$ cat src/rtl/uart_rx.sv
`timescale 1ns/1ps
`default_nettype none
//==============================================================================
// Module   : uart_rx
// Desc     : Oversampling UART receiver: start/data/optional parity/stop
//            deframing with a 1-cycle valid strobe and per-frame error pulses.
//            Define UART_RX_MAJORITY_EN for 2-of-3 majority bit sampling.
// Revision : 1.0 - initial release
//==============================================================================
module uart_rx #(
    parameter int DATA_WIDTH = 8,
    parameter int PRESC_W    = 6
) (
    input  logic                  clk,
    input  logic                  rst_n,
    input  logic                  rx_in,
    input  logic [PRESC_W-1:0]    prescale,
    input  logic                  par_en,
    input  logic                  par_typ,
    output logic [DATA_WIDTH-1:0] data_out,
    output logic                  data_valid,
    output logic                  par_err,
    output logic                  stp_err,
    output logic                  busy
);

    localparam int                  c_bcnt_w    = (DATA_WIDTH > 1) ? $clog2(DATA_WIDTH) : 1;
    localparam logic [c_bcnt_w-1:0] c_last_bit  = c_bcnt_w'(DATA_WIDTH - 1);
    localparam logic [PRESC_W-1:0]  c_min_presc = PRESC_W'(4);
    localparam logic [PRESC_W-1:0]  c_one       = PRESC_W'(1);

    typedef enum logic [2:0] {
        S_IDLE   = 3'd0,
        S_START  = 3'd1,
        S_DATA   = 3'd2,
        S_PARITY = 3'd3,
        S_STOP   = 3'd4
    } state_t;

    state_t                  r_state;
    logic                    r_rx_meta;
    logic                    r_rx_s;
    logic                    r_rx_prev;
    logic [PRESC_W-1:0]      r_presc;
    logic                    r_par_en;
    logic                    r_par_typ;
    logic [PRESC_W-1:0]      r_edge_cnt;
    logic [c_bcnt_w-1:0]     r_bit_cnt;
    logic [DATA_WIDTH-1:0]   r_shift;
    logic                    r_par_bit;

    logic                    w_fall;
    logic [PRESC_W-1:0]      w_presc_in;
    logic [PRESC_W-1:0]      w_half;
    logic                    w_bit_end;
    logic                    w_samp_pt;
    logic                    w_bit;
    logic                    w_par_exp;
    logic                    w_par_bad;
    logic                    w_frame_ok;

    // rx_in is asynchronous; r_rx_prev provides the falling-edge reference
    always_ff @(posedge clk or negedge rst_n) begin
        if (!rst_n) begin
            r_rx_meta <= 1'b1;
            r_rx_s    <= 1'b1;
            r_rx_prev <= 1'b1;
        end else begin
            r_rx_meta <= rx_in;
            r_rx_s    <= r_rx_meta;
            r_rx_prev <= r_rx_s;
        end
    end

    assign w_fall     = r_rx_prev & ~r_rx_s;
    assign w_presc_in = (prescale < c_min_presc) ? c_min_presc : prescale;
    assign w_half     = {1'b0, r_presc[PRESC_W-1:1]};
    assign w_bit_end  = (r_edge_cnt == (r_presc - c_one));

`ifdef UART_RX_MAJORITY_EN
    localparam logic [PRESC_W-1:0] c_two = PRESC_W'(2);

    logic r_vote0;
    logic r_vote1;

    // Two early samples are held; the third is the live value at the decision point
    always_ff @(posedge clk or negedge rst_n) begin
        if (!rst_n) begin
            r_vote0 <= 1'b1;
            r_vote1 <= 1'b1;
        end else begin
            if (r_edge_cnt == (w_half - c_two)) begin
                r_vote0 <= r_rx_s;
            end
            if (r_edge_cnt == (w_half - c_one)) begin
                r_vote1 <= r_rx_s;
            end
        end
    end

    assign w_samp_pt = (r_edge_cnt == w_half);
    assign w_bit     = (r_vote0 & r_vote1) | (r_rx_s & (r_vote0 | r_vote1));
`else
    assign w_samp_pt = (r_edge_cnt == (w_half - c_one));
    assign w_bit     = r_rx_s;
`endif

    assign w_par_exp  = r_par_typ ? ~^r_shift : ^r_shift;
    assign w_par_bad  = r_par_en & (r_par_bit != w_par_exp);
    assign w_frame_ok = ~w_par_bad & w_bit;

    always_ff @(posedge clk or negedge rst_n) begin
        if (!rst_n) begin
            r_state    <= S_IDLE;
            r_presc    <= c_min_presc;
            r_par_en   <= 1'b0;
            r_par_typ  <= 1'b0;
            r_edge_cnt <= '0;
            r_bit_cnt  <= '0;
            r_shift    <= '0;
            r_par_bit  <= 1'b0;
            data_out   <= '0;
            data_valid <= 1'b0;
            par_err    <= 1'b0;
            stp_err    <= 1'b0;
            busy       <= 1'b0;
        end else begin
            data_valid <= 1'b0;
            par_err    <= 1'b0;
            stp_err    <= 1'b0;

            case (r_state)
                S_IDLE: begin
                    r_edge_cnt <= '0;
                    r_bit_cnt  <= '0;
                    if (w_fall) begin
                        r_state   <= S_START;
                        busy      <= 1'b1;
                        r_presc   <= w_presc_in;
                        r_par_en  <= par_en;
                        r_par_typ <= par_typ;
                    end
                end

                S_START: begin
                    if (w_samp_pt && w_bit) begin
                        // Glitch shorter than half a bit: drop it silently
                        r_state    <= S_IDLE;
                        busy       <= 1'b0;
                        r_edge_cnt <= '0;
                    end else if (w_bit_end) begin
                        r_state    <= S_DATA;
                        r_edge_cnt <= '0;
                    end else begin
                        r_edge_cnt <= r_edge_cnt + c_one;
                    end
                end

                S_DATA: begin
                    if (w_samp_pt) begin
                        r_shift <= {w_bit, r_shift[DATA_WIDTH-1:1]};
                    end
                    if (w_bit_end) begin
                        r_edge_cnt <= '0;
                        if (r_bit_cnt == c_last_bit) begin
                            r_bit_cnt <= '0;
                            r_state   <= r_par_en ? S_PARITY : S_STOP;
                        end else begin
                            r_bit_cnt <= r_bit_cnt + 1'b1;
                        end
                    end else begin
                        r_edge_cnt <= r_edge_cnt + c_one;
                    end
                end

                S_PARITY: begin
                    if (w_samp_pt) begin
                        r_par_bit <= w_bit;
                    end
                    if (w_bit_end) begin
                        r_edge_cnt <= '0;
                        r_state    <= S_STOP;
                    end else begin
                        r_edge_cnt <= r_edge_cnt + c_one;
                    end
                end

                S_STOP: begin
                    // Leave at mid-stop so a following start edge is not missed
                    if (w_samp_pt) begin
                        r_state    <= S_IDLE;
                        busy       <= 1'b0;
                        r_edge_cnt <= '0;
                        stp_err    <= ~w_bit;
                        par_err    <= w_par_bad;
                        data_valid <= w_frame_ok;
                        if (w_frame_ok) begin
                            data_out <= r_shift;
                        end
                    end else begin
                        r_edge_cnt <= r_edge_cnt + c_one;
                    end
                end

                default: begin
                    r_state    <= S_IDLE;
                    busy       <= 1'b0;
                    r_edge_cnt <= '0;
                end
            endcase
        end
    end

endmodule
`default_nettype wire

$ cat config.mk
export PLATFORM = sky130hd
export DESIGN_NAME = uart_rx
export DESIGN_NICKNAME = d
export VERILOG_FILES = /design/src/rtl/uart_rx.sv
export SDC_FILE = /design/constraint.sdc
export NUM_CORES = 1
export LEC_CHECK = 0
export CORE_MARGIN = 5
export CORE_UTILIZATION = 60
export DETAILED_ROUTE_END_ITERATION = 7
export PLACE_DENSITY = 0.83
export SYNTH_ARGS = -nofsm -noshare
export SYNTH_HDL_FRONTEND = slang
export SYNTH_SLANG_ARGS = --single-unit
$ cat constraint.sdc
create_clock -name clk -period 5.9 [get_ports clk]
set_input_delay 1.18 -clock clk [delete_from_list [all_inputs] [get_ports clk]]
set_output_delay 1.18 -clock clk [all_outputs]
set_load 0.03 [all_outputs]
==> impl_metrics.json <==
{
  "dieHeight_um": 71.7,
  "rsz0062_at_grt": "no",
  "synth.distinct_cells": 52,
  "netlist_instances": 204,
  "clkPwrFrac_pct": 17.0,
  "p_sw_share_pct": 40.8,
  "grt_pass1_vias": 1684,
  "die_w_um": 71.7,
  "clockBufferDepth": 2,
  "cts_setup_buffers": 0,
  "p_int_w": 0.000674,
  "dp_hpwl_um": 3290,
  "power_density_mw_per_mm2": 433,
  "cp_top_family": "simple AND/OR/NAND/NOR gates",
  "cts_tree": "yes",
  "routed_wl_um": 4550,
  "cts_hold_buf": 0,
  "grt_pass1_wl_um": 8120,
  "die-area_sq_mm": 0.00514,
  "critical_path_buf_inv_count": 1,
  "critPathCaptureType": "flop",
  "port_buffers": 22,
  "r2r_slack_ns": 3.04,
  "post-route-drc-count": 0,
  "num_antenna_cells": 0,
  "place_area_sq_mm": 0.00254,
  "clkTransAtPathRegs_ns": 0.08,
  "areaGrowthSynthToFinish_pct": 15.3,
  "ys.flop_type": "dfrtp_1",
  "cts_resized": 0,
  "synth_fp_nets": 221,
  "finalCritPeriodShare_pct": 48.5,
  "antenna_found_initial": 0,
  "final_max_slew_viol_count": 0,
  "setup_tns_ns": 0,
  "status": "completed",
  "ys_warn_count": 0,
  "initial_core_util_pct": 61.9,
  "fill_cells": 281,
  "vias_per_cell": 5.99,
  "cp_cell_sequence": "inv_1, ha_1, xnor2_1, a311oi_1, nand3_2, nor2_1, and4_1, mux2_2",
  "worst_pin_slew_ns": 0.945,
  "p_switching_w": 0.000466,
  "hp-class": "reg2reg",
  "rows": 22,
  "holdPathStages": 0,
  "hold_ws_ns": 0.358,
  "nNetsFinal": 243,
  "clock_skew_ns": 0.00928,
  "crit_fanout": 8,
  "synth-seq-area-share_pct": 48.4,
  "relSlewSlack_pct": 37.0,
  "cts_buffers": 5,
  "max_freq_ghz": 0.349,
  "slowest_stage": "dfstp_2",
  "cp-start-kind": "flop",
  "core-area_sq_mm": 0.00369,
  "final_layout_size_suffix_gt1_share_pct": 18.1,
  "arrival_ns": 3.04,
  "track_usage_pct": 20.1,
  "ys_ff_latch": 44,
  "r2r_start": "r_presc[2]",
  "overflow": 0,
  "synthArstFlopShare_pct": 100,
  "syn_area_sq_mm": 0.00228,
  "r2r_end": "data_out[7]",
  "holdPathEnd": "r_rx_s",
  "path_class": "reg2reg",
  "min_from": "r_rx_meta",
  "ioPinCount": 23,
  "final_cell_area_sq_mm": 0.00263,
  "cap_violations": 0,
  "p_leak_nw": 1.16,
  "totalPowerFinal_w": 0.00114,
  "post-route-worst-setup-slack_ns": 3.04,
  "setup_viol": 0,
  "comb_power_share_pct": 42.6,
  "min_period_ns": 2.86,
  "seqPwrFrac_pct": 40.5,
  "routabilityCongestion": 0.943,
  "drt_iter0_drc": 135,
  "dr.pass1.iters": 4,
  "clockRootBuffer": "clkbuf_8",
  "cts.sinks": 44,
  "cts_htree_levels": 2,
  "slowest_delay_ns": 0.59,
  "ir_drop_uv": 258,
  "avgSynthCellArea_sq_um": 11.2,
  "detail-route-antenna-nets": 0,
  "grt_max_degree": 45,
  "critPathRequiredTime_ns": 6.08,
  "clk_latency_ns": 0.29,
  "synth_edf_count": 0,
  "vias": 1647,
  "wire_per_inst_um": 16.5,
  "r2r_cells": 8,
  "dp_slack_ns": 3.12,
  "hold_viol_final": 0
}
## layout make-up
class	count	area [sq um]	share of cell area [%]
Timing Repair Buffer	23	223	8.46
Sequential cell	44	1110	42.0
Clock buffer	7	86.3	3.28
Clock inverter	1	7.51	0.285
Inverter	7	26.3	0.998
Tap cell	48	60.1	2.28
Multi-Input combinational cell	145	1120	42.7
## Yosys cell counts (2+ instances only)
| library cell | n | share of area (%) |
|---|---|---|
| nor3b_1 | 2 | 0.66 |
| a31oi_1 | 3 | 0.82 |
| nand3_1 | 7 | 1.5 |
| xor2_1 | 11 | 4.2 |
| mux2_2 | 20 | 9.9 |
| o21ai_0 | 6 | 1.3 |
| o2bb2ai_1 | 3 | 1.2 |
| nand2b_1 | 6 | 1.6 |
| clkbuf_1 | 5 | 0.82 |
| dfstp_2 | 4 | 4.6 |
| ha_1 | 6 | 3.3 |
| inv_1 | 6 | 0.99 |
| or4_1 | 2 | 0.66 |
| mux2i_1 | 2 | 0.88 |
| buf_2 | 3 | 0.66 |
| dfrtp_1 | 40 | 44 |
| xnor2_1 | 13 | 5.0 |
| nor2b_1 | 3 | 0.82 |
| nand4_1 | 3 | 0.82 |
| nor2_1 | 17 | 2.8 |
| a21oi_1 | 4 | 0.88 |
| nand2_1 | 8 | 1.3 |
## how the worst max path moves through the flow
stage	to	from	depth (start not counted)
2_1_floorplan	data_out[0]	r_presc[2]	9
5_1_grt	r_state[1]	r_presc[1]	9
4_1_cts	data_out[7]	r_presc[2]	8
3_5_place_dp	data_out[7]	r_presc[2]	8
3_3_place_gp	data_out[5]	r_presc[2]	8
6_report	data_out[7]	r_presc[2]	8
## cell families (layout without fill, tap and decap cells)
group	after synthesis	after routing	share of synthesized area [%]
AO/OA/AOI/OAI	34	34	11.3
XOR/XNOR	24	24	9.20
adder cells (fa/ha/maj)	6	6	3.29
buffers and inverters	15	38	2.63
flip-flops	44	44	48.4
multiplexers	23	23	11.2
AND/OR/NAND/NOR	58	58	14.0
## power groups by stage
| stage | logic (W) | clock network (W) | registers (W) |
|---|---|---|---|
| 3_5_place_dp | 0.000477 | 0 | 0.000464 |
| 4_1_cts | 0.000484 | 0.000200 | 0.000458 |
| 5_1_grt | 0.000540 | 0.000212 | 0.000473 |
| 3_3_place_gp | 0.000455 | 0 | 0.000454 |
| 2_1_floorplan | 0.000402 | 0 | 0.000423 |
| 6_report | 0.000485 | 0.000193 | 0.000462 |
## layer usage
| layer | vias to the layer above | track usage (%) | wire length (um) |
|---|---|---|---|
| li1 | 766 | - | - |
| met2 | 64 | 32.2 | 2190 |
| met5 | - | 0 | 0 |
| met1 | 800 | 25.6 | 1970 |
| met3 | 17 | 4.35 | 260 |
| met4 | 0 | 9.81 | 125 |
## state kept, by name, summed over array words and instances (netlist names)
| name | cells |
|---|---|
| data_out | 8 |
| stp_err | 1 |
| par_err | 1 |
| r_rx_s | 1 |
| r_bit_cnt | 3 |
| r_presc | 6 |
| r_par_typ | 1 |
| r_par_en | 1 |
| r_edge_cnt | 6 |
| r_shift | 8 |
| r_rx_prev | 1 |
| busy | 1 |
| r_rx_meta | 1 |
| data_valid | 1 |
| r_state | 3 |
| r_par_bit | 1 |
## layout by cell type, fill, tap and decap left out, drive strengths merged, types with 2 or more instances in the layout
cell,instances
xor2,11
nand2b,6
nor3b,2
a211oi,2
nor4,2
o31a,2
o21ai,7
o2bb2ai,3
dfstp,4
or4,2
a31oi,3
nor2,17
buf,2
nor2b,3
nand2,8
inv,6
xnor2,13
a21oi,4
mux2i,2
nand4,3
clkbuf,7
nand3,8
mux2,21
clkdlybuf4s50,21
dfrtp,40
ha,6
## through the flow
step           std cells  utilization [%]
2_1_floorplan        204                -
3_3_place_gp         267             68.9
3_5_place_dp         267             68.9
4_1_cts              275             71.4
5_1_grt              275             71.4
6_report             275             71.4
Power figures use the tool's default switching activity.
